`src/rtl/warp_issue_arbiter_if.sv`:
```
// Fetch, flush, busy and issue signals between the warp issue arbiter and its neighbours.
// The slave modport is the arbiter side; master is the fetch/flush/dispatcher environment.
interface warp_issue_arbiter_if #(
    parameter int WARP_W = 2
);
    logic              fetch_valid;
    logic [WARP_W-1:0] fetch_warp;
    logic [31:0]       fetch_instr;
    logic              fetch_ready;
    logic              flush_valid;
    logic [WARP_W-1:0] flush_warp;
    logic              alu_busy;
    logic              tmu_busy;
    logic              tensor_busy;
    logic              instr_valid;
    logic [31:0]       instr;
    logic [WARP_W-1:0] issue_warp;

    modport master (
        output fetch_valid, fetch_warp, fetch_instr,
        output flush_valid, flush_warp,
        output alu_busy, tmu_busy, tensor_busy,
        input  fetch_ready, instr_valid, instr, issue_warp
    );

    modport slave (
        input  fetch_valid, fetch_warp, fetch_instr,
        input  flush_valid, flush_warp,
        input  alu_busy, tmu_busy, tensor_busy,
        output fetch_ready, instr_valid, instr, issue_warp
    );
endinterface

```
`src/rtl/warp_issue_arbiter.sv`:
```
// Per-warp instruction FIFOs with a round-robin issue stage that skips warps whose
// head instruction targets a busy execution unit; one registered issue per cycle.
module warp_issue_arbiter #(
    parameter int NUM_WARPS = 4,
    parameter int WARP_W    = 2,
    parameter int DEPTH     = 4
) (
    input  logic                  clk,
    input  logic                  rst_n,
    warp_issue_arbiter_if.slave   bus
);
    localparam int             PTR_W   = $clog2(DEPTH);
    localparam logic [PTR_W:0] CNT_ONE = (PTR_W+1)'(1);
    localparam logic [PTR_W:0] CNT_FULL = (PTR_W+1)'(DEPTH);
    localparam logic [PTR_W-1:0] PTR_ONE = PTR_W'(1);

    logic [31:0]       w_head  [NUM_WARPS];
    logic [PTR_W:0]    w_count [NUM_WARPS];
    logic [NUM_WARPS-1:0] w_elig;
    logic              w_sel_found;
    logic [WARP_W-1:0] w_sel_warp;

    logic              r_instr_valid;
    logic [31:0]       r_instr;
    logic [WARP_W-1:0] r_issue_warp;
    logic [WARP_W-1:0] r_last;

    // Opcode nibble selects the execution unit: 8/9 texture, C/D tensor, all else ALU.
    function automatic logic unit_busy(input logic [3:0] op, input logic alu,
                                       input logic tmu, input logic tensor);
        case (op)
            4'h8, 4'h9: return tmu;
            4'hC, 4'hD: return tensor;
            default:    return alu;
        endcase
    endfunction

    // Ready looks only at the registered count, so a same-cycle pop or flush does not help.
    assign bus.fetch_ready = (w_count[bus.fetch_warp] != CNT_FULL);

    genvar gi;
    generate
        for (gi = 0; gi < NUM_WARPS; gi++) begin : g_warp
            logic [31:0]      r_mem [DEPTH];
            logic [PTR_W-1:0] r_wr_ptr;
            logic [PTR_W-1:0] r_rd_ptr;
            logic [PTR_W:0]   r_count;
            logic             w_flush;
            logic             w_push;
            logic             w_pop;

            assign w_flush = bus.flush_valid && (bus.flush_warp == WARP_W'(gi));
            assign w_push  = bus.fetch_valid && bus.fetch_ready &&
                             (bus.fetch_warp == WARP_W'(gi)) && !w_flush;
            assign w_pop   = w_sel_found && (w_sel_warp == WARP_W'(gi));

            assign w_head[gi]  = r_mem[r_rd_ptr];
            assign w_count[gi] = r_count;
            assign w_elig[gi]  = (r_count != '0) && !w_flush &&
                                 !unit_busy(r_mem[r_rd_ptr][31:28], bus.alu_busy,
                                            bus.tmu_busy, bus.tensor_busy);

            always_ff @(posedge clk) begin
                if (w_push) begin
                    r_mem[r_wr_ptr] <= bus.fetch_instr;
                end
            end

            always_ff @(posedge clk or negedge rst_n) begin
                if (!rst_n) begin
                    r_wr_ptr <= '0;
                    r_rd_ptr <= '0;
                    r_count  <= '0;
                end else if (w_flush) begin
                    r_wr_ptr <= '0;
                    r_rd_ptr <= '0;
                    r_count  <= '0;
                end else begin
                    if (w_push) begin
                        r_wr_ptr <= r_wr_ptr + PTR_ONE;
                    end
                    if (w_pop) begin
                        r_rd_ptr <= r_rd_ptr + PTR_ONE;
                    end
                    case ({w_push, w_pop})
                        2'b10:   r_count <= r_count + CNT_ONE;
                        2'b01:   r_count <= r_count - CNT_ONE;
                        default: r_count <= r_count;
                    endcase
                end
            end
        end
    endgenerate

    // Scan last+1 .. last+NUM_WARPS; the final step wraps back onto last itself.
    always_comb begin
        logic [WARP_W-1:0] idx;
        idx         = '0;
        w_sel_found = 1'b0;
        w_sel_warp  = '0;
        for (int k = 1; k <= NUM_WARPS; k++) begin
            idx = r_last + WARP_W'(k);
            if (!w_sel_found && w_elig[idx]) begin
                w_sel_found = 1'b1;
                w_sel_warp  = idx;
            end
        end
    end

    always_ff @(posedge clk or negedge rst_n) begin
        if (!rst_n) begin
            r_instr_valid <= 1'b0;
            r_instr       <= '0;
            r_issue_warp  <= '0;
            r_last        <= WARP_W'(NUM_WARPS - 1);
        end else begin
            r_instr_valid <= w_sel_found;
            if (w_sel_found) begin
                r_instr      <= w_head[w_sel_warp];
                r_issue_warp <= w_sel_warp;
                r_last       <= w_sel_warp;
            end
        end
    end

    assign bus.instr_valid = r_instr_valid;
    assign bus.instr       = r_instr;
    assign bus.issue_warp  = r_issue_warp;
endmodule

```
`src/flat_wrapper.sv`:
```
// flat-port wrapper written by rule: the top's interface ports become plain ports
module warp_issue_arbiter_flat 
#(
    parameter int NUM_WARPS = 4,
    parameter int WARP_W    = 2,
    parameter int DEPTH     = 4
)
  (clk, rst_n, bus_fetch_valid, bus_fetch_warp, bus_fetch_instr, bus_flush_valid, bus_flush_warp, bus_alu_busy, bus_tmu_busy, bus_tensor_busy, bus_fetch_ready, bus_instr_valid, bus_instr, bus_issue_warp);
  warp_issue_arbiter_if #(.WARP_W(WARP_W)) bus_i ();
  input  logic clk;
  input  logic rst_n;
  input wire logic [$bits(bus_i.fetch_valid)-1:0] bus_fetch_valid;
  input wire logic [$bits(bus_i.fetch_warp)-1:0] bus_fetch_warp;
  input wire logic [$bits(bus_i.fetch_instr)-1:0] bus_fetch_instr;
  input wire logic [$bits(bus_i.flush_valid)-1:0] bus_flush_valid;
  input wire logic [$bits(bus_i.flush_warp)-1:0] bus_flush_warp;
  input wire logic [$bits(bus_i.alu_busy)-1:0] bus_alu_busy;
  input wire logic [$bits(bus_i.tmu_busy)-1:0] bus_tmu_busy;
  input wire logic [$bits(bus_i.tensor_busy)-1:0] bus_tensor_busy;
  output wire logic [$bits(bus_i.fetch_ready)-1:0] bus_fetch_ready;
  output wire logic [$bits(bus_i.instr_valid)-1:0] bus_instr_valid;
  output wire logic [$bits(bus_i.instr)-1:0] bus_instr;
  output wire logic [$bits(bus_i.issue_warp)-1:0] bus_issue_warp;
  assign bus_i.fetch_valid = bus_fetch_valid;
  assign bus_i.fetch_warp = bus_fetch_warp;
  assign bus_i.fetch_instr = bus_fetch_instr;
  assign bus_i.flush_valid = bus_flush_valid;
  assign bus_i.flush_warp = bus_flush_warp;
  assign bus_i.alu_busy = bus_alu_busy;
  assign bus_i.tmu_busy = bus_tmu_busy;
  assign bus_i.tensor_busy = bus_tensor_busy;
  assign bus_fetch_ready = bus_i.fetch_ready;
  assign bus_instr_valid = bus_i.instr_valid;
  assign bus_instr = bus_i.instr;
  assign bus_issue_warp = bus_i.issue_warp;
  warp_issue_arbiter #(.NUM_WARPS(NUM_WARPS), .WARP_W(WARP_W), .DEPTH(DEPTH)) u_core (.clk(clk), .rst_n(rst_n), .bus(bus_i));
endmodule
```
`config.mk`:
```
export PLATFORM = sky130hd
export DESIGN_NAME = warp_issue_arbiter_flat
export DESIGN_NICKNAME = d
export VERILOG_FILES = /design/src/rtl/warp_issue_arbiter_if.sv /design/src/rtl/warp_issue_arbiter.sv /design/src/flat_wrapper.sv
export SDC_FILE = /design/constraint.sdc
export NUM_CORES = 1
export LEC_CHECK = 0
export CAP_MARGIN = 40
export CORE_UTILIZATION = 50
export DETAILED_ROUTE_END_ITERATION = 12
export HOLD_SLACK_MARGIN = 0.12
export PLACE_DENSITY = 0.67
export SLEW_MARGIN = 30
export SYNTH_ARGS = -nofsm -noshare
export SYNTH_HDL_FRONTEND = slang
export SYNTH_SLANG_ARGS = --single-unit
```
`constraint.sdc`:
```
create_clock -name clk -period 3.9 [get_ports clk]
set_input_delay 0.585 -clock clk [delete_from_list [all_inputs] [get_ports clk]]
set_output_delay 0.585 -clock clk [all_outputs]
set_load 0.02 [all_outputs]
```
==> qor.yml <==
ys_seq_elements: 577
setup_viol: 0
cts_root_buf: "clkbuf_16"
powerDensity_nw_per_um2: 764.6
hpwlAfterDp_mm: 29.38
clk_pin_slew_worst_paths_ns: 0.06
p_int_w: 0.01384
initialDrtViolationCount: 924
layout_min_cycle_time_ns: 3.699
n_antenna_cell: 0
boundaryPins: 79
yosysSeqAreaShare_pct: 73.98
fill_cells: 3288
synth_top_cell_by_area: "edfxtp_1"
yosysTopAreaCellShare_pct: 66.89
max_cap_viol_count: 0
cts.htree.levels: 2
hold_violations: 0
syn_inst: 1127
wirelength_mm: 50.21
ys.flop_type: "edfxtp_1"
cp-start-kind: "flip-flop"
cp_data_required_time_ns: 4.42
post-synth-top-count-cell: "edfxtp_1"
start_util_pct: 50.65
cts_buffers: 56
grt_max_degree: 51
rrSetupSlack_ns: 0.20
rows: 78
status: "completed"
place_congestion: 0.8104
reg2reg_to: "u_core.g_warp[3].r_count[2]$_DFFE_PN0P_"
critPathMaxStageDelay_ns: 0.56
grt_pass1_vias: 11942
p_comb_share_pct: 34.6
max-slew-margin-rel_pct: 47.48
synth_cell_types: 59
clkPwrFrac_pct: 27.2
grt_overflow: 0
rr_startpoint: "u_core.g_warp[3].r_rd_ptr[0]$_DFFE_PN0P_"
die_h_um: 216.4
setup-tns-final_ns: 0
path_class: "reg2reg"
cpMaxStageDelayCell: "mux4_2"
core-area_um2: 45380
clockBufferDepth: 3
synth_area_leaders: "edfxtp_1 (67%), mux4_2 (13%), dfrtp_1 (6.9%)"
syn_area_um2: 22980
num_vias: 11329
numClockSinks: 577
portBuffers: 78
drive_gt1_share_pct: 26.36
clock_skew_ns: 0.02637
antenna_found_initial: 2
yosysWarnings: 0
detail-route-antenna-nets: 0
p_leak_nw: 8.848
rsz0062_at_grt: "no"
irDropWorstVdd_mv: 0.6833
ff2ff_path_depth: 11
remaining_drc_errors: 0
async_flop_share_pct: 11.27
synth_fp_nets: 1194
path_buf_inv: 0
swShare_pct: 32.29
final.period_utilization_pct: 94.84
synth_commonest_cells: "edfxtp_1 (512), mux4_2 (129), nor2_1 (64)"
hp-class: "in2async"
p_sw_w: 0.006601
slew_violations: 0
dieArea_um2: 46830
syn_to_final_growth_pct: 16.32
fp.dieW_um: 216.4
arrival_ns: 4.22
worst_pin_slew_ns: 0.7877
crit_chain: "mux4_2 -> nor2b_1 -> mux2i_2 -> a2bb2oi_1 -> a21oi_4 -> a21boi_2 -> ha_1 -> fa_1 -> xnor2_1 -> or3_1 -> a21oi_1"
nNetsFinal: 1326
syn_avg_cell_area_um2: 20.39
grt_pass1_wl_mm: 75.56
final_util_pct: 58.91
fmax_ghz: 0.2704
p_seq_share_pct: 38.2
synth_edf_count: 512
clkLatencyLatePin_ns: 0.62
critPathCaptureType: "flip-flop"
first_pass_iters: 5
worstPathMaxFanout: 6
wl_per_cell_um: 26.36
cts_tree: "yes"
path_delay_family: "multiplexers"
grt.total_usage_pct: 22.19
via_per_inst: 5.947
==> per-layer routing <==
metal  GRT usage, %  vias to the layer above  share of wire [%]
li1               -                     4867                  -
met1          29.62                     6036                 41
met2          37.53                      336                 51
met3          3.761                       86                5.5
met4          6.737                        4                2.4
met5              0                        -              0.062
==> layout make-up <==
| class | count | area (um2) | share of cell area (%) |
|---|---|---|---|
| Timing Repair Buffer | 133 | 1351 | 5.054 |
| Clock inverter | 34 | 401.6 | 1.502 |
| Multi-Input combinational cell | 474 | 5649 | 21.13 |
| Tap cell | 600 | 750.7 | 2.808 |
| Clock buffer | 70 | 1505 | 5.630 |
| Sequential cell | 577 | 17010 | 63.64 |
| Inverter | 17 | 63.81 | 0.2387 |
==> power groups by stage <==
stage / clock network, W / logic [W] / registers, W
final: 0.00556 / 0.00707 / 0.00782
after global routing: 0.00588 / 0.00758 / 0.00788
after CTS: 0.00566 / 0.00716 / 0.00782
after detailed placement: 0 / 0.00712 / 0.00794
after global placement: 0 / 0.00701 / 0.00793
after floorplan: 0 / 0.00487 / 0.00795
==> through the flow <==
step	instance area (um2)	hold slack [ns]	total power, W	cells	setup slack [ns]
after global routing	26740	0.3351	0.02134	1905	0.07007
after floorplan	22980	0.2894	0.01281	1127	0.4355
after CTS	26700	0.5255	0.02064	1904	0.1699
after global placement	24790	0.5047	0.01494	1799	0.1619
after detailed placement	24790	0.5073	0.01506	1799	0.1020
final	26740	0.3473	0.02044	1905	0.2011
==> sequential cells by signal (all words and copies together) (netlist names) <==
name and count:
u_core.r_last 2, u_core.g_warp.r_wr_ptr 8, u_core.bus.instr_valid 1, u_core.bus.instr 32
u_core.g_warp.r_count 12, u_core.g_warp.r_mem 512, u_core.bus.issue_warp 2, u_core.g_warp.r_rd_ptr 8
==> kinds of logic after synthesis <==
logic type / Yosys count / synth area share (%)
DFF: 577 / 73.98
buffers and inverters: 76 / 1.671
adders and majority gates: 24 / 1.437
xor gates and xnor gates: 17 / 0.6478
muxes: 178 / 14.87
and+or+nand+nor: 127 / 2.722
AOI/OAI and AO/OA: 128 / 4.671
==> placed cells by master, fill, tap and decap left out, types with 12 or more instances in the layout <==
master and count:
inv_1 16, a31oi_1 31, a211oi_2 30, clkdlybuf4s50_1 77, mux4_2 129, ha_1 20, nor2_1 64, a21boi_1 28
buf_4 43, nand2_1 13, edfxtp_1 512, dfrtp_1 55, xnor2_1 12, clkbuf_16 57, mux2i_1 44
==> repair_timing <==
action,4_1_cts,5_1_grt
gates resized for setup,0,1
setup endpoints to repair,0,1
hold buffers,1,0
hold endpoints to repair,47,0
setup buffers,0,0
==> worst max-delay path by stage <==
stage                                                  start  cells after the start                                 endpoint  slack (ns)
CTS                 u_core.g_warp[3].r_rd_ptr[0]$_DFFE_PN0P_                     11  u_core.g_warp[3].r_count[2]$_DFFE_PN0P_        0.17
detailed placement                              bus_alu_busy                     11  u_core.g_warp[3].r_count[2]$_DFFE_PN0P_        0.10
finish              u_core.g_warp[3].r_rd_ptr[0]$_DFFE_PN0P_                     11  u_core.g_warp[3].r_count[2]$_DFFE_PN0P_        0.20
global route        u_core.g_warp[3].r_rd_ptr[0]$_DFFE_PN0P_                     11  u_core.g_warp[3].r_count[2]$_DFFE_PN0P_        0.07
floorplan                                  bus_flush_warp[1]                     13  u_core.g_warp[0].r_count[2]$_DFFE_PN0P_        0.44
global placement                             bus_flush_valid                     12  u_core.g_warp[2].r_count[2]$_DFFE_PN0P_        0.16
(Power assumes the default switching activity.)
